<file path="src/rtl/alpha_blend_pkg.sv">
// ============================================================================
// Module   : alpha_blend_pkg
// Purpose  : Shared types and helpers for the pipelined alpha blender.
// Revision : 1.0
// ============================================================================
`default_nettype none

package alpha_blend_pkg;

  typedef enum logic [1:0] {
    BM_ALPHA   = 2'd0,
    BM_ADD     = 2'd1,
    BM_MULT    = 2'd2,
    BM_REPLACE = 2'd3
  } blend_mode_t;

  typedef enum logic [0:0] {
    FS_IDLE    = 1'b0,
    FS_PENDING = 1'b1
  } frame_state_t;

  // Full-scale value of a DW-bit channel or alpha.
  function automatic int unsigned max_val(input int unsigned dw);
    return (32'd1 << dw) - 32'd1;
  endfunction

endpackage

`default_nettype wire

</file>
<file path="src/rtl/blend_channel.sv">
// ============================================================================
// Module   : blend_channel
// Purpose  : Combinational single-channel blend of source and destination.
// Revision : 1.0
// ============================================================================
`default_nettype none

module blend_channel
  import alpha_blend_pkg::*;
#(
  parameter int DW = 8
) (
  input  logic [DW-1:0] i_s,
  input  logic [DW-1:0] i_d,
  input  logic [DW-1:0] i_a,
  input  logic [1:0]    i_mode,
  output logic [DW-1:0] o_out
);

  localparam logic [DW-1:0] c_max = DW'(max_val(DW));

  logic [2*DW-1:0] w_sa;
  logic [2*DW-1:0] w_dia;
  logic [2*DW-1:0] w_sd;
  logic [DW-1:0]   w_alpha_hi;
  logic [DW-1:0]   w_unused_alpha_lo;
  logic [DW-1:0]   w_sd_hi;
  logic [DW-1:0]   w_unused_sd_lo;
  logic [DW:0]     w_add;

  assign w_sa  = {{DW{1'b0}}, i_s} * {{DW{1'b0}}, i_a};
  assign w_dia = {{DW{1'b0}}, i_d} * {{DW{1'b0}}, c_max - i_a};
  assign w_sd  = {{DW{1'b0}}, i_s} * {{DW{1'b0}}, i_d};

  // s*a + d*(MAX-a) <= MAX*MAX, so the 2*DW-bit sum never wraps.
  assign {w_alpha_hi, w_unused_alpha_lo} = w_sa + w_dia;
  assign {w_sd_hi, w_unused_sd_lo}       = w_sd;
  assign w_add = {1'b0, i_d} + {1'b0, w_sa[2*DW-1:DW]};

  always_comb begin
    o_out = i_s;
    case (blend_mode_t'(i_mode))
      BM_ALPHA: begin
        if (i_a == '0)
          o_out = i_d;
        else if (i_a == c_max)
          o_out = i_s;
        else
          o_out = w_alpha_hi;
      end
      BM_ADD:     o_out = w_add[DW] ? c_max : w_add[DW-1:0];
      BM_MULT:    o_out = w_sd_hi;
      BM_REPLACE: o_out = i_s;
      default:    o_out = i_s;
    endcase
  end

endmodule

`default_nettype wire

</file>
<file path="src/rtl/alpha_blend_pipe.sv">
// ============================================================================
// Module   : alpha_blend_pipe
// Purpose  : Pipelined frame-buffer alpha blender with hazard stall and
//            end-of-frame drain.
// Revision : 1.0
// ============================================================================
`default_nettype none

module alpha_blend_pipe
  import alpha_blend_pkg::*;
#(
  parameter int CH     = 3,
  parameter int DW     = 8,
  parameter int ADDR_W = 19,
  parameter int RD_LAT = 2
) (
  input  logic                clk,
  input  logic                reset,
  input  logic                pixel_ready,
  output logic                pixel_busy,
  input  logic [ADDR_W-1:0]   pixel_number,
  input  logic [CH*DW-1:0]    src_pix,
  input  logic [DW-1:0]       a,
  input  logic [1:0]          mode,
  output logic                read,
  output logic [ADDR_W-1:0]   read_addr,
  input  logic [CH*DW-1:0]    read_data,
  output logic                write,
  output logic [ADDR_W-1:0]   write_addr,
  output logic [CH*DW-1:0]    write_data,
  input  logic                frame_ready,
  output logic                o_frame_ready
);

  logic [RD_LAT-1:0]                r_dl_vld;
  logic [RD_LAT-1:0][ADDR_W-1:0]    r_dl_addr;
  logic [RD_LAT-1:0][CH*DW-1:0]     r_dl_src;
  logic [RD_LAT-1:0][DW-1:0]        r_dl_a;
  logic [RD_LAT-1:0][1:0]           r_dl_mode;
  frame_state_t                     r_state;

  logic              w_hit;
  logic              w_accept;
  logic              w_empty_next;
  logic [CH*DW-1:0]  w_blend;

  // Any in-flight pixel to the same address must land before we re-read it.
  always_comb begin
    w_hit = write && (write_addr == pixel_number);
    for (int k = 0; k < RD_LAT; k++) begin
      if (r_dl_vld[k] && (r_dl_addr[k] == pixel_number))
        w_hit = 1'b1;
    end
  end

  assign pixel_busy   = (r_state == FS_PENDING) || (pixel_ready && w_hit);
  assign w_accept     = reset && pixel_ready && !pixel_busy;
  assign read         = w_accept;
  assign read_addr    = pixel_number;
  assign w_empty_next = !w_accept && (r_dl_vld == '0);

  always_ff @(posedge clk) begin
    if (!reset) begin
      r_dl_vld <= '0;
    end else begin
      r_dl_vld[0] <= w_accept;
      for (int k = 1; k < RD_LAT; k++)
        r_dl_vld[k] <= r_dl_vld[k-1];
    end
  end

  always_ff @(posedge clk) begin
    r_dl_addr[0] <= pixel_number;
    r_dl_src[0]  <= src_pix;
    r_dl_a[0]    <= a;
    r_dl_mode[0] <= mode;
    for (int k = 1; k < RD_LAT; k++) begin
      r_dl_addr[k] <= r_dl_addr[k-1];
      r_dl_src[k]  <= r_dl_src[k-1];
      r_dl_a[k]    <= r_dl_a[k-1];
      r_dl_mode[k] <= r_dl_mode[k-1];
    end
  end

  for (genvar c = 0; c < CH; c++) begin : g_ch
    blend_channel #(
      .DW (DW)
    ) u_blend_channel (
      .i_s    (r_dl_src[RD_LAT-1][c*DW +: DW]),
      .i_d    (read_data[c*DW +: DW]),
      .i_a    (r_dl_a[RD_LAT-1]),
      .i_mode (r_dl_mode[RD_LAT-1]),
      .o_out  (w_blend[c*DW +: DW])
    );
  end

  always_ff @(posedge clk) begin
    if (!reset) begin
      write      <= 1'b0;
      write_addr <= '0;
      write_data <= '0;
    end else begin
      write <= r_dl_vld[RD_LAT-1];
      if (r_dl_vld[RD_LAT-1]) begin
        write_addr <= r_dl_addr[RD_LAT-1];
        write_data <= w_blend;
      end
    end
  end

  // The pulse is registered, so it fires on the edge before the first empty cycle.
  always_ff @(posedge clk) begin
    if (!reset) begin
      r_state       <= FS_IDLE;
      o_frame_ready <= 1'b0;
    end else begin
      o_frame_ready <= 1'b0;
      case (r_state)
        FS_IDLE: begin
          if (frame_ready) begin
            if (w_empty_next)
              o_frame_ready <= 1'b1;
            else
              r_state <= FS_PENDING;
          end
        end
        FS_PENDING: begin
          if (w_empty_next) begin
            o_frame_ready <= 1'b1;
            r_state       <= FS_IDLE;
          end
        end
        default: r_state <= FS_IDLE;
      endcase
    end
  end

endmodule

`default_nettype wire

</file>
<file path="config.mk">
export PLATFORM = sky130hd
export DESIGN_NAME = alpha_blend_pipe
export DESIGN_NICKNAME = d
export VERILOG_FILES = /design/src/rtl/alpha_blend_pkg.sv /design/src/rtl/blend_channel.sv /design/src/rtl/alpha_blend_pipe.sv
export SDC_FILE = /design/constraint.sdc
export NUM_CORES = 2
export LEC_CHECK = 0
export CAP_MARGIN = 20
export CORE_ASPECT_RATIO = 1.1
export CORE_MARGIN = 2
export CORE_UTILIZATION = 45
export DETAILED_ROUTE_END_ITERATION = 12
export PLACE_DENSITY = 0.72
export REMOVE_ABC_BUFFERS = 1
export SYNTH_ARGS = -nofsm -noshare
export SYNTH_HDL_FRONTEND = slang
export SYNTH_HIERARCHICAL = 1
export SYNTH_SLANG_ARGS = --single-unit
</file>
<file path="constraint.sdc">
create_clock -name clk -period 22.6 [get_ports clk]
set_input_delay 4.52 -clock clk [delete_from_list [all_inputs] [get_ports clk]]
set_output_delay 4.52 -clock clk [all_outputs]
set_load 0.05 [all_outputs]
</file>
Yosys cells after proc, flatten, opt, wreduce, memory -nomap -nowiden. Cells that the tools add are included.

Equal/unequal tests: 7. Muxes and demuxes: 20. Multiply operators: 9. Bitwise operators: 1. Reduce and logical (&&, ||, !) cells: 13. Add/sub/neg operators: 7.

Operators with widths (number): multiplier 8 x 8 -> 16 bit (9); case mux 8 bit (4 select lines) (3); 2-to-1 mux 8 bit (9); equality test 19 bit (3); adder 16 bit (3); adder 8 x 8 -> 9 bit (3); equality test 8 bit, second input constant (1); zero test 8 bit (1); subtractor 8 bit, first input constant (1); logical AND 1 bit (7); 2-to-1 mux 1 bit (6); equality test 2 bit, second input constant (2); zero test 2 bit (2); case mux 1 bit (2 select lines) (2); equality test 2 x 1 -> 1 bit, second input constant (1); zero test 1 bit (2); logical OR 1 bit (1); NOT 1 bit (1).

Bits in registers: 154. Logic and storage cells: 71.

Logic depth before layout (Yosys ltp).
Word-level depth: 13. Mapped depth: 34. Gate-level depth less buffers: 33.

By module. The synthesis kept the hierarchy.

Modules (own cells, without submodules): blend_channel at g_ch[0].u_blend_channel (instances 1, area an instance 7164.4 µm², sequential area each 0.0 µm², cells an instance 858); blend_channel at g_ch[2].u_blend_channel (instances 1, area an instance 7018.0 µm², sequential area each 0.0 µm², cells an instance 838); blend_channel at g_ch[1].u_blend_channel (instances 1, area an instance 6896.6 µm², sequential area each 0.0 µm², cells an instance 812); alpha_blend_pipe (instances 1, area an instance 4585.6 µm², sequential area each 3083.0 µm², cells an instance 363).

Worst setup path after synthesis. No wires, ideal clock.

Kind: input-to-output. From: input port pixel_number[9]. To: output port pixel_busy. Buffers on the path: 0. Slack: 11.962 ns. Stages on the path: 5. Arrival time: 6.118 ns. Required time: 18.080 ns. Path through: xor2_1 -> nor4_1 -> nand4_1 -> o22a_2 -> a21oi_1.

Cells in the longest elaborated chain, start to end: 6.

RTL lines: from (decl) (RTL line alpha_blend_pipe.sv:21) `input logic [ADDR_W-1:0] pixel_number,`; equality test 19 bit (on tied branches) (RTL line alpha_blend_pipe.sv:49, alpha_blend_pipe.sv:51); logical AND 1 bit (on tied branches) (RTL line alpha_blend_pipe.sv:49, alpha_blend_pipe.sv:51); 2-to-1 mux 1 bit (RTL line alpha_blend_pipe.sv:51) `if (r_dl_vld[k] && (r_dl_addr[k] == pixel_number))`; 2-to-1 mux 1 bit * (RTL line alpha_blend_pipe.sv:51); logical AND 1 bit * (RTL line alpha_blend_pipe.sv:56) `assign pixel_busy = (r_state == FS_PENDING) || (pixel_ready && w_hit);`; logical OR 1 bit * (RTL line alpha_blend_pipe.sv:56); to (decl) (RTL line alpha_blend_pipe.sv:20) `output logic pixel_busy,`.

Mark *: on every way between the ends. The rest lies on a longest branch, timed or not.

Worst setup path in the final report.
From: input port pixel_number[7]. To: output port pixel_busy.

Same word-level chain as after synthesis.

==> impl_metrics.tcl <==
set metrics [dict create \
    status "complete, no violations" \
    final_core_util 0.5044 \
    max_freq_ghz 0.08651 \
    synth_flop_cell "dfxtp_1" \
    grt_max_degree 55 \
    cp_data_arrival_time_ns 7.04 \
    num-fill-cells 5359 \
    regArea_um2 3094 \
    synth_area_leaders "fa_1, ha_1, dfxtp_1, inv_1, and2_1" \
    critical-path-top-delay-family "buffers and inverters" \
    worstPathRequired_ns 18.08 \
    nNetsFinal 3717 \
    drive_gt1_frac 0.03781 \
    hold_path_depth 0 \
    grt_first_pass_wirelength_um 100500 \
    max_stage_delay_ns 0.82 \
    avgSynthCellArea_um2 8.939 \
    cts_root_buf "clkbuf_16" \
    relSlewSlack 0.3505 \
    p_leak_nw 13.73 \
    peakVddDrop_mv 0.1566 \
    vias 19330 \
    clkTransAtPathRegs_ns 0.08 \
    hold_viol 0 \
    path_max_fanout 5 \
    critPathLaunch "pixel_number[7]" \
    postCtsHoldBufs 0 \
    synthCells 2871 \
    postCtsSetupBuffers 0 \
    crit_path_frequent_cell "clkdlybuf4s50_1" \
    dpl.hpwl_um 41570 \
    htree_levels 4 \
    die_w_um 231.7 \
    cp_slowest_cell "clkdlybuf4s50_1" \
    wl_per_cell_um 15.87 \
    drt-total-wl_um 58800 \
    cp.depth 7 \
    num_rows 91 \
    synth_top_area_frac 0.2832 \
    ff2ff_path_depth 30 \
    cp_num_buf_inv 2 \
    synth_seq_cells 154 \
    ant_nets 0 \
    antenna_found_initial 1 \
    cp-start-kind "primary input" \
    multi_input_area_um2 20050 \
    r2r_start "r_dl_a[11]$_DFF_P_" \
    die_y_um 254.5 \
    maxSlewViolCount 0 \
    yosys_warnings 6 \
    grt_overflow 0 \
    path_class "primary input to output port" \
    area_growth_pct 10.55 \
    end_kind "output port" \
    setup_violations 0 \
    fin_skew_ns 0.02206 \
    period_share 0.5115 \
    clkSinkCount 154 \
    reg2reg_setup_slack_ns 13.95 \
    ys_seq_area_frac 0.1201 \
    total_power_mw 4.138 \
    numPortBuffers 146 \
    crit_end "pixel_busy" \
    cts_tree "done" \
    io-pin-count 147 \
    start_util 0.4563 \
    dr.pass1.iters 5 \
    antenna-diode-count 0 \
    synth_edf_count 0 \
    clk_latency_ns 0.49 \
    die_area_um2 58960 \
    timing.hold.worst.class "flop to flop" \
    clock_path_buffers 2 \
    core-area_um2 56250 \
    route.detailed.drc 0 \
    period_needed_ns 11.56 \
    ys_types 82 \
    worst_pin_slew_ns 0.9713 \
    post_cts_resize_count 0 \
    cts_buffers 17 \
    path_cells "clkdlybuf4s50_1 > xor2_1 > nor4_1 > nand3_1 > o22a_2 > a21oi_1 > clkdlybuf4s50_1" \
    via_per_inst 5.215 \
    power_density_nw_per_um2 145.9 \
    rsz0062_at_grt "false" \
    setup_tns_ns 0 \
    synthesis.area_um2 25660 \
    drv_cap 0 \
    grt_use_total 0.2117 \
    synth_top_area_cell "fa_1" \
    async_flop_share 0 \
    r2r-end "write_data[14]$_SDFFE_PN0P_" \
    dr.first_iter.drc_count 847 \
    gp_congestion 0.8518 \
    grt_pass1_vias 20140 \
]
## power by group
part	leakage [nW]	switching, mW	internal, mW	total [mW]
Sequential	1.28	0.0219	0.293	0.315
Clock	0.306	0.157	0.153	0.311
Combinational	12.1	1.93	1.58	3.51
Total	13.7	2.11	2.03	4.14
## routing by layer
metal	vias up	GRT usage	routed length, µm
met2	450	0.3597	28480
li1	9161	-	-
met5	-	0	16
met3	88	0.03298	2733
met4	2	0.06319	1358
met1	9624	0.2781	26220
## cell families after synthesis
group | after synthesis | share of synthesized area
multiplexers | 56 | 0.02525
buffers and inverters | 647 | 0.09882
XOR/XNOR | 146 | 0.04982
AND/OR/NAND/NOR | 889 | 0.1848
adder cells (fa/ha/maj) | 687 | 0.4411
flip-flops | 154 | 0.1201
AO/OA/AOI/OAI | 292 | 0.08005
## area by class of cell
class / instances / area share
Tap cell: 744 / 0.03281
Sequential cell: 154 / 0.1091
Clock inverter: 15 / 0.007364
Inverter: 532 / 0.07038
Clock buffer: 17 / 0.01499
Multi-Input combinational cell: 2070 / 0.7065
Timing Repair Buffer: 174 / 0.05891
## how the worst min path moves through the flow
| stage | from | end | slack, ns |
|---|---|---|---|
| 3_5_place_dp | r_dl_a[7]$_DFF_P_ | r_dl_a[15]$_DFF_P_ | 0.31 |
| 2_1_floorplan | r_dl_a[2]$_DFF_P_ | r_dl_a[10]$_DFF_P_ | 0.31 |
| 5_1_grt | r_dl_mode[1]$_DFF_P_ | r_dl_mode[3]$_DFF_P_ | 0.33 |
| 3_3_place_gp | r_dl_mode[0]$_DFF_P_ | r_dl_mode[2]$_DFF_P_ | 0.31 |
| 6_report | r_dl_src[5]$_DFF_P_ | r_dl_src[29]$_DFF_P_ | 0.31 |
| 4_1_cts | r_dl_src[5]$_DFF_P_ | r_dl_src[29]$_DFF_P_ | 0.32 |
## worst reg2reg max path: cells and delay by family, from the launching register on
| kind | cells | cell delay (ns) |
|---|---|---|
| flip-flops | 1 | 0.32 |
| buffers and inverters | 5 | 0.76 |
| adder cells (fa/ha/maj) | 10 | 4.50 |
| AND/OR/NAND/NOR | 4 | 0.58 |
| XOR/XNOR | 1 | 0.16 |
| multiplexers | 2 | 0.64 |
| AO/OA/AOI/OAI | 8 | 1.55 |
## cells in the mapped netlist (all sizes together) (9+ instances only)
cell type / n
o21ai: 58
buf: 24
or3: 11
a21oi: 70
and3: 9
o21bai: 16
o21a: 24
o211ai: 14
clkbuf: 91
dfxtp: 154
nor2b: 107
xor2: 92
nand3: 14
inv: 529
and2: 231
nor4: 22
a211oi: 18
nor3: 32
a21o: 18
fa: 363
nand2b: 104
xnor2: 54
nand2: 204
mux2i: 49
nand4: 13
o311ai: 10
ha: 324
nor2: 120
a31oi: 12
## cell usage in the layout (no fill, tap or decap), drive strengths merged, types with 14 or more instances in the layout
master	netlist	layout
a211oi	18	18
a21o	18	18
a21oi	70	70
and2	231	231
buf	24	28
clkbuf	91	17
clkdlybuf4s50	0	146
dfxtp	154	154
fa	363	363
ha	324	324
inv	529	537
mux2i	49	49
nand2	204	204
nand2b	104	104
nand3	14	14
nor2	120	120
nor2b	107	107
nor3	32	32
nor4	22	22
o211ai	14	14
o21a	24	24
o21ai	58	58
o21bai	16	16
xnor2	54	54
xor2	92	92
## registers in the layout, summed over array words and instances (netlist names)
name           flops
r_state            1
r_dl_a            16
r_dl_src          48
write_data        24
write              1
r_dl_mode          4
write_addr        19
o_frame_ready      1
r_dl_addr         38
r_dl_vld           2
## metrics by stage
stage | setup WS [ns] | area (µm²) | hold slack [ns] | instances
finish | 11.04 | 28370 | 0.3142 | 3706
global placement | 11.05 | 27740 | 0.3102 | 3674
detailed placement | 11.03 | 27740 | 0.3120 | 3674
CTS | 11.02 | 28370 | 0.3180 | 3706
floorplan | 11.96 | 25130 | 0.3096 | 2756
global route | 10.87 | 28370 | 0.3311 | 3706
Note: power is estimated with default switching activity, not from simulation.
